### config.mk
export PLATFORM = sky130hd
export DESIGN_NAME = if_stage
export DESIGN_NICKNAME = d
export VERILOG_FILES = /design/src/rtl/if_stage.sv
export SDC_FILE = /design/constraint.sdc
export NUM_CORES = 1
export LEC_CHECK = 0
export BUFFER_PORTS_ARGS = -buffer_cell sky130_fd_sc_hd__buf_2
export CORE_MARGIN = 3
export CORE_UTILIZATION = 44
export CTS_CLUSTER_DIAMETER = 40
export DETAILED_ROUTE_END_ITERATION = 12
export HOLD_SLACK_MARGIN = 0.06
export PLACE_DENSITY = 0.66
export SYNTH_ARGS = -nofsm -noshare
export SYNTH_HDL_FRONTEND = slang
export SYNTH_SLANG_ARGS = --single-unit
### constraint.sdc
create_clock -name clk -period 7.9 [get_ports clk]
set_input_delay 1.58 -clock clk [delete_from_list [all_inputs] [get_ports clk]]
set_output_delay 1.58 -clock clk [all_outputs]
set_load 0.02 [all_outputs]
### src/rtl/if_stage.sv
// MIPS instruction-fetch stage: owns the PC, issues one imem request at a time,
// and feeds decode through the IF/ID register with a one-entry skid buffer.
module if_stage #(
  parameter int                         INST_ADDR_WIDTH = 32,
  parameter int                         INST_DATA_WIDTH = 32,
  parameter logic [INST_ADDR_WIDTH-1:0] RESET_PC        = '0
) (
  input  logic                       clk,
  input  logic                       rst,
  input  logic                       stall_in,
  input  logic                       branch_en,
  input  logic [INST_ADDR_WIDTH-1:0] branch_target,
  output logic                       imem_req,
  output logic [INST_ADDR_WIDTH-1:0] imem_addr,
  input  logic                       imem_ready,
  input  logic                       imem_rvalid,
  input  logic [INST_DATA_WIDTH-1:0] imem_rdata,
  output logic                       inst_valid,
  output logic [INST_ADDR_WIDTH-1:0] inst_pc,
  output logic [INST_DATA_WIDTH-1:0] inst_data_out
);

  typedef enum logic [1:0] {
    S_REQ  = 2'd0,
    S_WAIT = 2'd1,
    S_HOLD = 2'd2
  } state_t;

  state_t                     r_state;
  logic [INST_ADDR_WIDTH-1:0] r_pc;
  logic [INST_ADDR_WIDTH-1:0] r_req_pc;
  logic                       r_kill;
  logic                       r_skid_vld;
  logic [INST_ADDR_WIDTH-1:0] r_skid_pc;
  logic [INST_DATA_WIDTH-1:0] r_skid_data;
  logic                       r_inst_valid;
  logic [INST_ADDR_WIDTH-1:0] r_inst_pc;
  logic [INST_DATA_WIDTH-1:0] r_inst_data;

  logic                       w_accept;
  logic                       w_live;
  logic                       w_load;
  logic [INST_ADDR_WIDTH-1:0] w_target;
  logic [INST_ADDR_WIDTH-1:0] w_pc_inc;

  assign w_accept = (r_state == S_REQ) && imem_ready;
  // A live response is one the fetch stage will actually keep (not killed).
  assign w_live   = (r_state == S_WAIT) && imem_rvalid && !r_kill;
  assign w_load   = !r_inst_valid || !stall_in;
  assign w_target = branch_target & ~{{(INST_ADDR_WIDTH-2){1'b0}}, 2'b11};
  assign w_pc_inc = r_pc + {{(INST_ADDR_WIDTH-3){1'b0}}, 3'd4};

  assign imem_req      = (r_state == S_REQ);
  assign imem_addr     = r_pc;
  assign inst_valid    = r_inst_valid;
  assign inst_pc       = r_inst_pc;
  assign inst_data_out = r_inst_data;

  always_ff @(posedge clk or posedge rst) begin
    if (rst) begin
      r_state      <= S_REQ;
      r_pc         <= RESET_PC;
      r_req_pc     <= '0;
      r_kill       <= 1'b0;
      r_skid_vld   <= 1'b0;
      r_skid_pc    <= '0;
      r_skid_data  <= '0;
      r_inst_valid <= 1'b0;
      r_inst_pc    <= '0;
      r_inst_data  <= '0;
    end else if (branch_en) begin
      r_pc         <= w_target;
      r_inst_valid <= 1'b0;
      r_inst_pc    <= '0;
      r_inst_data  <= '0;
      r_skid_vld   <= 1'b0;
      // A request still owed a response must have that response swallowed.
      if (w_accept || (r_state == S_WAIT && !imem_rvalid)) begin
        r_state <= S_WAIT;
        r_kill  <= 1'b1;
      end else begin
        r_state <= S_REQ;
        r_kill  <= 1'b0;
      end
    end else begin
      if (w_load) begin
        if (r_skid_vld) begin
          r_inst_valid <= 1'b1;
          r_inst_pc    <= r_skid_pc;
          r_inst_data  <= r_skid_data;
          r_skid_vld   <= 1'b0;
        end else if (w_live) begin
          r_inst_valid <= 1'b1;
          r_inst_pc    <= r_req_pc;
          r_inst_data  <= imem_rdata;
        end else begin
          r_inst_valid <= 1'b0;
          r_inst_data  <= '0;
        end
      end else if (w_live) begin
        r_skid_vld  <= 1'b1;
        r_skid_pc   <= r_req_pc;
        r_skid_data <= imem_rdata;
      end

      case (r_state)
        S_REQ: begin
          if (imem_ready) begin
            r_req_pc <= r_pc;
            r_pc     <= w_pc_inc;
            r_state  <= S_WAIT;
          end
        end
        S_WAIT: begin
          if (imem_rvalid) begin
            r_kill  <= 1'b0;
            r_state <= (w_live && !w_load) ? S_HOLD : S_REQ;
          end
        end
        S_HOLD: begin
          if (w_load) r_state <= S_REQ;
        end
        default: r_state <= S_REQ;
      endcase
    end
  end

endmodule

==> impl_metrics.ini, run 1 <==
[clocking]
cts_buffers = 17
htreeDepth = 4
clk_pin_slew_worst_paths_ns = 0.06
cts_resized = 0
clock_sinks = 190
cts_root_buf = clkbuf_16
cts_tree = built
clk_latency_ns = 0.42
cts_setup_buffers = 0
holdBufCountCts = 0
clockBufferDepth = 2

[timing]
period_share_pct = 44.1
rsz0062_at_grt = no
relSlewSlack_pct = 31.1
finalSetupViolCount = 0
max_freq_mhz = 287
hold_viol_final = 0
fin_tns_setup_ns = 0
fin_skew_ns = 0.00932
worst_pin_slew_ns = 1.03
slew_viol_final = 0
whs_ns = 0.475
min_period_ns = 3.48

[synthesis]
synth_top_cell_by_area = dfrtp_1
yosysUniqueCellTypes = 41
ys_seq_area_share_pct = 57.3
async_flop_share_pct = 100
synth.most_common_cell = dfrtp_1
synth_top_area_share_pct = 57.3
avgSynthCellArea_um2 = 11.8
synth_edf_count = 0
syn-cell-area_um2 = 8300
synth_warnings = 0
yosys_register_bits = 190
synth_ff_type = dfrtp_1
netlist_instances = 704
synth.area.top_cells = dfrtp_1, mux2_2, mux2i_1
synth_commonest_cells = dfrtp_1, mux2_2, nand2_1, mux2i_1, nor2_1

[setup_path]
rr_worst_depth = 4
r2r-start = r_state[1]
arrival_ns = 3.83
r2r-end = imem_addr[24]
crit_type = in -> reg
crit_start = imem_ready
cp-start-kind = input pin
reg2reg_slack_ns = 5.19
crit_path_max_fanout = 16
cp-end-kind = flip-flop
setup.worst_path.end = imem_addr[24]
required_ns = 8.24

[floorplan]
ios = 168
dieArea_um2 = 20500
core_um2 = 18300
fp.dieW_um = 143
die_h_um = 143
start_util_pct = 45.4
rows = 49

[global_routing]
grt_pass1_wl_mm = 31.1
grt_usage_pct = 19.0
grt_start_max_net_pins = 119
overflow = 0
grt_pass1_vias = 5825
antenna_found_initial = 0

[route]
drtAntennaViolNets = 0
finalWirelength_mm = 19.1
routedWlPerCell_um = 17.6
drc = 0
num_vias = 5931
firstDrtPassIters = 5
drtIter0Drc = 353
viasPerCell = 5.48

[placed_design]
gp_congestion = 0.729
port-buffer-count = 163
placed_cell_area_um2 = 9280
dp_cells = 1053
dp_hpwl_mm = 12.2

[power_and_ir_drop]
vdd_ir_drop_max_mv = 0.154
p_int_mw = 1.85
leakagePower_nw = 4.57
clkPwrFrac_pct = 36.4
switchingPower_mw = 0.652
pwr-share-comb_pct = 15.0
power.density_nw_per_um2 = 252
power.share.sequential_pct = 48.6
swShare_pct = 26.1
power_mw = 2.50

[cells_and_area]
diodes = 0
final_cells = 1082
layout.nets = 914
finalInstanceArea_um2 = 9900
syn2layout_area_growth_pct = 19.3
drive_gt1_share_pct = 34.8

[outcome]
status = finished clean

[job]
drv_cap = 0

[min_path]
min_path_type = reg -> reg
## cell usage in the layout (no fill, tap or decap), drive strengths merged, types with 10 or more instances in the layout
master / Yosys / final
dfrtp: 190 / 190
buf: 13 / 170
mux2: 93 / 93
nand2: 65 / 65
mux2i: 62 / 62
nor2: 52 / 52
o21ai: 45 / 45
a211oi: 30 / 30
clkbuf: 38 / 23
or4: 17 / 17
a31oi: 13 / 13
nand4: 12 / 12
nand3: 11 / 11
o31ai: 11 / 11
xnor2: 10 / 10
## cells by family after synthesis
family / after synthesis / synth area share (%)
flops: 190 / 57.3
simple gates: 178 / 10.0
mux: 155 / 20.1
compound gates: 112 / 8.50
buf+inv: 56 / 2.74
xor+xnor: 11 / 1.16
fa+ha+maj: 1 / 0.151
other cells: 1 / 0.0452
## worst max-delay path, cell delays in order
cell and delay [ns]:
buf_2 0.10, or3b_1 0.65, or4_1 0.80, or4_1 0.52, a31oi_1 0.17
## metrics by stage
| step | util (%) | setup slack [ns] |
|---|---|---|
| finish | 54.2 | 4.42 |
| global route | 54.2 | 4.33 |
| CTS | 54.2 | 4.44 |
| detailed placement | 50.8 | 4.00 |
| global placement | 50.8 | 4.05 |
| floorplan | - | 1.15 |
## per-layer routing
metal | vias to the layer above | track usage [%] | wire length, um
li1 | 2809 | - | -
met1 | 2965 | 28.0 | 9210
met2 | 140 | 29.3 | 8870
met3 | 17 | 3.06 | 710
met4 | 0 | 5.90 | 288
met5 | - | 0 | 0
## final cells by class
cell class	instances	area [um2]
Inverter	5	26.3
Sequential cell	190	4760
Fill cell	1618	8370
Multi-Input combinational cell	459	3340
Timing Repair Buffer	170	868
Clock buffer	23	488
Tap cell	229	287
Clock inverter	6	133
## how the worst min path moves through the flow
stage / cells past startpoint / slack [ns] / endpoint / start
after floorplan: 1 / 0.48 / r_skid_pc[31] / r_skid_pc[31]
after global placement: 2 / 0.46 / inst_data_out[9] / inst_data_out[9]
after detailed placement: 2 / 0.47 / inst_data_out[12] / inst_data_out[12]
after CTS: 2 / 0.48 / inst_data_out[30] / inst_data_out[30]
after global routing: 2 / 0.50 / inst_data_out[30] / inst_data_out[30]
final: 2 / 0.48 / inst_data_out[17] / inst_data_out[17]
## power by group through the flow
stage                     logic [mW]  clock network (mW)  registers (mW)
after detailed placement       0.382                   0            1.23
after CTS                      0.383               0.930            1.21
after global placement         0.373                   0            1.23
after global routing           0.419               0.974            1.23
final                          0.375               0.909            1.21
after floorplan                0.228                   0            1.25
## state kept, by name, indices dropped and copies added (netlist names)
register	flops
imem_addr	30
inst_data_out	32
inst_pc	31
inst_valid	1
r_kill	1
r_req_pc	30
r_skid_data	32
r_skid_pc	30
r_skid_vld	1
r_state	2
Power figures use the tool's default switching activity.
==> run 2, diff against run 1 <==
ABC_AREA = 1   (was not set)
PLACE_DENSITY = 0.68   (was 0.66)
clock period = 3 ns   (was 7.9 ns; I/O delays follow)
==> run 2 against run 1 <==
Compared with the run above:
- total power increased to 2.6 times the previous value
- clock power increased by 140%
- largest power group unchanged
- area after synthesis increased by 5.6%
- die area increased by 5.4%
- sequential share of layout area decreased by 2.2 points
- first-iteration DRC count increased by 46%
- hold slack got worse by 0.28 ns
==> impl_metrics.ini, run 2 <==
[global_routing]
grt_pass1_vias = 7210
grt_pass1_wl_mm = 37.0
antenna_found_initial = 0
overflow = 0
grt_start_max_net_pins = 90
grt_usage_pct = 21.0

[synthesis]
synth_commonest_cells = nand2_1, dfrtp_1, inv_1, nor2_1, o21ai_0
synth_ff_type = dfrtp_1
yosys_register_bits = 190
netlist_instances = 1085
synth_top_cell_by_area = dfrtp_1
synth_warnings = 0
synth_top_area_share_pct = 54.2
syn-cell-area_um2 = 8760
synth.area.top_cells = dfrtp_1, nand2_1, o21ai_0
synth.most_common_cell = nand2_1
yosysUniqueCellTypes = 33
async_flop_share_pct = 100
avgSynthCellArea_um2 = 8.08
ys_seq_area_share_pct = 54.2
synth_edf_count = 0

[setup_path]
crit_path_max_fanout = 31
required_ns = 3.27
crit_start = r_state[1]
crit_buf_inv = 0
r2r-end = inst_pc[28]
critPathTopFamily = compound AO/OA/AOI/OAI gates
cp-end-kind = flip-flop
arrival_ns = 2.59
cpMaxStageDelayCell = o21ai_2
worstPathCellList = nor2_1 -> nand2_1 -> nor2_4 -> nor2_1 -> o21ai_2 -> o21ai_0
max_stage_delay_ns = 0.90
r2r-start = r_state[1]
critPathMostFrequentCell = nor2_1
reg2reg_slack_ns = 0.68
crit_type = reg -> reg
rr_worst_depth = 6
cp-start-kind = flip-flop

[power_and_ir_drop]
power.density_nw_per_um2 = 622
leakagePower_nw = 5.20
vdd_ir_drop_max_mv = 0.370
clkPwrFrac_pct = 34.4
p_int_mw = 4.42
switchingPower_mw = 2.03
swShare_pct = 31.5
pwr-share-comb_pct = 17.0
power.share.sequential_pct = 48.5

[clocking]
clk_latency_ns = 0.44
htreeDepth = 4
cts_buffers = 17
clk_pin_slew_worst_paths_ns = 0.08
cts_setup_buffers = 0
cts_resized = 0
clock_sinks = 190
cts_tree = built
cts_root_buf = clkbuf_16
clockBufferDepth = 2
holdBufCountCts = 0

[timing]
slew_viol_final = 0
worst_pin_slew_ns = 1.15
max_freq_mhz = 430
rsz0062_at_grt = no
finalSetupViolCount = 0
hold_viol_final = 0
period_share_pct = 77.5
fin_skew_ns = 0.0101
relSlewSlack_pct = 23.3
min_period_ns = 2.32
whs_ns = 0.193
fin_tns_setup_ns = 0

[placed_design]
dp_hpwl_mm = 15.0
port-buffer-count = 163
dp_cells = 1461
gp_congestion = 0.946

[outcome]
status = finished clean

[cells_and_area]
final_cells = 1493
layout.nets = 1291
nFillCells = 1801
final_common_cell = nand2_1
diodes = 0
layout_common_cells = nand2_1, dfrtp_1, buf_2
drive_gt1_share_pct = 18.2
syn2layout_area_growth_pct = 18.2

[floorplan]
fp.dieW_um = 147
die_h_um = 147
ios = 168
dieArea_um2 = 21600
start_util_pct = 45.8
rows = 50
core_um2 = 19100

[min_path]
min_path_type = in -> async

[route]
drtAntennaViolNets = 0
firstDrtPassIters = 6
routedWlPerCell_um = 14.9
num_vias = 7545
finalWirelength_mm = 22.3
viasPerCell = 5.05
drc = 0
drtIter0Drc = 515

[job]
drv_cap = 0
[run 2: cell count changes in the layout (fill, tap and decap cells not counted), moves of 52 or more]
| cell | before | now |
|---|---|---|
| nor2_1 | 50 | 112 |
| o21ai_0 | 45 | 110 |
| nand2_1 | 64 | 241 |
| mux2_2 | 93 | 0 |
| nand3_1 | 11 | 63 |
| mux2i_1 | 62 | 0 |
| o21ai_1 | 0 | 63 |
| inv_1 | 4 | 132 |
[run 2: cells by family after synthesis]
group / Yosys count / share of synthesized area [%]
and+or+nand+nor: 433 / 19.9
buffers and inverters: 199 / 9.11
muxes: 1 / 0.171
xor gates and xnor gates: 6 / 0.600
other: 1 / 0.0428
AOI/OAI and AO/OA: 254 / 15.8
adders and majority gates: 1 / 0.143
DFF: 190 / 54.2
[run 2: worst max path at each step]
stage | slack, ns | cells past startpoint | end
floorplan | -0.05 | 1 | imem_addr[10]
CTS | 0.59 | 6 | inst_pc[28]
detailed placement | 0.42 | 6 | inst_pc[13]
finish | 0.68 | 6 | inst_pc[28]
global route | 0.40 | 6 | inst_pc[31]
global placement | 0.50 | 6 | inst_pc[26]
[run 2: worst register-to-register path: cells and delay by family (launching register included)]
| kind | cells | cell delay [ns] |
|---|---|---|
| AO/OA/AOI/OAI | 2 | 1.10 |
| flip-flops | 1 | 0.41 |
| AND/OR/NAND/NOR | 4 | 0.65 |
[run 2: per-stage QoR]
stage                     setup WS, ns  cell area, um2  utilization [%]  total power [mW]
after floorplan                -0.0485            8770                -              3.88
after global placement           0.497            9790             51.2              4.24
after detailed placement         0.415            9790             51.2              4.28
after CTS                        0.592           10400             54.1              6.50
after global routing             0.404           10400             54.1              6.79
final                            0.675           10400             54.1              6.45
[run 2: layer usage]
layer	vias to the layer above	wire length [um]	global-route usage, %
met5	-	0	0
met4	0	412	6.71
met3	24	1740	4.41
met2	277	9850	31.9
met1	3487	10300	30.2
li1	3757	-	-
[run 2: power groups by stage]
stage,sequential (mW),clock [mW],combinational [mW]
detailed placement,3.17,0,1.10
global placement,3.16,0,1.08
global route,3.17,2.37,1.25
CTS,3.13,2.26,1.11
finish,3.13,2.22,1.10
floorplan,3.25,0,0.638
[run 2: layout make-up]
class	instances	area, um2	area share, %
flip-flops and latches	190	4760	45.9
multi-input cells	697	3230	31.2
repair buffers	177	958	9.25
inverters	137	518	5.00
clock buffers	19	453	4.37
well taps	260	325	3.14
clock inverters	13	119	1.15
==> run 3, diff against run 2 <==
clock period = 1.9 ns   (was 3 ns; I/O delays follow)
==> run 3 against run 2 <==
Compared with the run above:
- first-iteration DRC count is 10% lower
- clock-buffer cell count down 2
- combinational power grew 64%
- clock power is 55% higher
- utilization grew 0.75 points
- largest cell class unchanged
- sequential share of layout area down 0.63 points
==> impl_metrics.ini, run 3 (synthesis gave the netlist of run 2 again) <==
[setup_path]
cp-end-kind = flip-flop
critPathTopFamily = simple AND/OR/NAND/NOR gates
crit_path_max_fanout = 5
required_ns = 2.22
crit_buf_inv = 1
cp.depth = 8
max_stage_delay_ns = 0.43
worstPathCellList = ha_1 -> nand3_1 -> inv_1 -> nand2_1 -> nor2_1 -> nand2_1 -> o21ai_0 -> nand3b_1
cpMaxStageDelayCell = dfrtp_1
crit_type = reg -> reg
critPathMostFrequentCell = nand2_1
arrival_ns = 2.05
rr_worst_depth = 8
cp-start-kind = flip-flop

[placed_design]
place_ws_ns = 0.241
placed_cell_area_um2 = 9930
dp_hpwl_mm = 15.5
dp_cells = 1474
port-buffer-count = 163
gp_congestion = 0.962

[timing]
slew_viol_final = 0
hold_viol_final = 0
setup_ws_ns = 0.163
min_period_ns = 1.74
max_freq_mhz = 576
period_share_pct = 91.4
fin_tns_setup_ns = 0
rsz0062_at_grt = no
finalSetupViolCount = 0
whs_ns = 0.162
fin_skew_ns = 0.0110

[global_routing]
grt_usage_pct = 21.2
overflow = 0
grt_pass1_vias = 7334
grt_pass1_wl_mm = 37.3
antenna_found_initial = 0
grt_start_max_net_pins = 91

[clocking]
clk_pin_slew_worst_paths_ns = 0.08
cts_root_buf = clkbuf_16
clk_latency_ns = 0.44
htreeDepth = 4
clockBufferDepth = 2
cts_buffers = 17
clock_sinks = 190
cts_tree = built

[route]
viasPerCell = 5.06
finalWirelength_mm = 22.4
routedWlPerCell_um = 14.9
drtAntennaViolNets = 0
drc = 0
drtIter0Drc = 462
num_vias = 7620
firstDrtPassIters = 5

[cells_and_area]
layout_common_cells = nand2_1, dfrtp_1, buf_2
layout.nets = 1305
drive_gt1_share_pct = 19.1
final_cells = 1507
finalInstanceArea_um2 = 10500
diodes = 0
final_common_cell = nand2_1
nFillCells = 1874
fin_util_pct = 54.9
syn2layout_area_growth_pct = 19.9

[floorplan]
rows = 50
start_util_pct = 45.8
fp.dieW_um = 147
ios = 168
die_h_um = 147
core_um2 = 19100
dieArea_um2 = 21600

[power_and_ir_drop]
pwr-share-comb_pct = 17.7
power_mw = 10.2
leakagePower_nw = 5.28
vdd_ir_drop_max_mv = 0.647
power.density_nw_per_um2 = 969
p_int_mw = 6.95
power.share.sequential_pct = 48.4
swShare_pct = 31.7
clkPwrFrac_pct = 33.9
switchingPower_mw = 3.23

[min_path]
min_path_type = in -> reg
min_path_cells = 3

[job]
drv_cap = 0

[outcome]
status = finished clean
[run 3: cell type report]
class	instances	area, um2	share of cell area [%]
Tap cell	260	325	3.10
Clock inverter	15	143	1.36
Multi-Input combinational cell	697	3240	30.8
Inverter	137	518	4.93
Clock buffer	17	425	4.05
Timing Repair Buffer	191	1100	10.5
Sequential cell	190	4760	45.3
[run 3: path summary, 6_finish.rpt]
check                           slack (ns)                 to         startpoint
worst max register to register        0.16      imem_addr[22]       imem_addr[3]
max in group asynchronous             0.74       r_req_pc[17]                rst
worst max-delay path                  0.16      imem_addr[22]       imem_addr[3]
min in group asynchronous             0.44        inst_pc[10]                rst
worst min register to register        0.48  inst_data_out[25]  inst_data_out[25]
worst min-delay path                  0.16      imem_addr[16]  branch_target[16]
[run 3: worst register-to-register path: cells and delay by family (launching register included)]
family                     cells  cell delay [ns]
AOI/OAI and AO/OA              1             0.17
adders and majority gates      1             0.22
buffers and inverters          1             0.11
DFF                            1             0.43
and+or+nand+nor                5             0.68
[run 3: power by group through the flow]
stage / combinational (mW) / sequential, mW / clock, mW
floorplan: 1.01 / 5.13 / 0
global placement: 1.77 / 4.97 / 0
detailed placement: 1.81 / 5.00 / 0
CTS: 1.83 / 4.92 / 3.54
global route: 2.04 / 5.00 / 3.74
finish: 1.80 / 4.93 / 3.45
[run 3: layer usage]
metal  up-vias  track usage (%)  wire length, um
met4         0             6.38              390
met1      3543             29.6            10400
li1       3785                -                -
met5         -                0                0
met3        30             4.50             1520
met2       262             33.4            10100
[run 3: what timing repair did]
| action | 4_1_cts | 5_1_grt |
|---|---|---|
| setup endpoints to repair | 0 | 1 |
| gates resized for setup | 0 | 1 |
| hold buffers | 1 | 0 |
| endpoints found under the hold margin | 4 | 0 |
| buffers inserted | 0 | 0 |
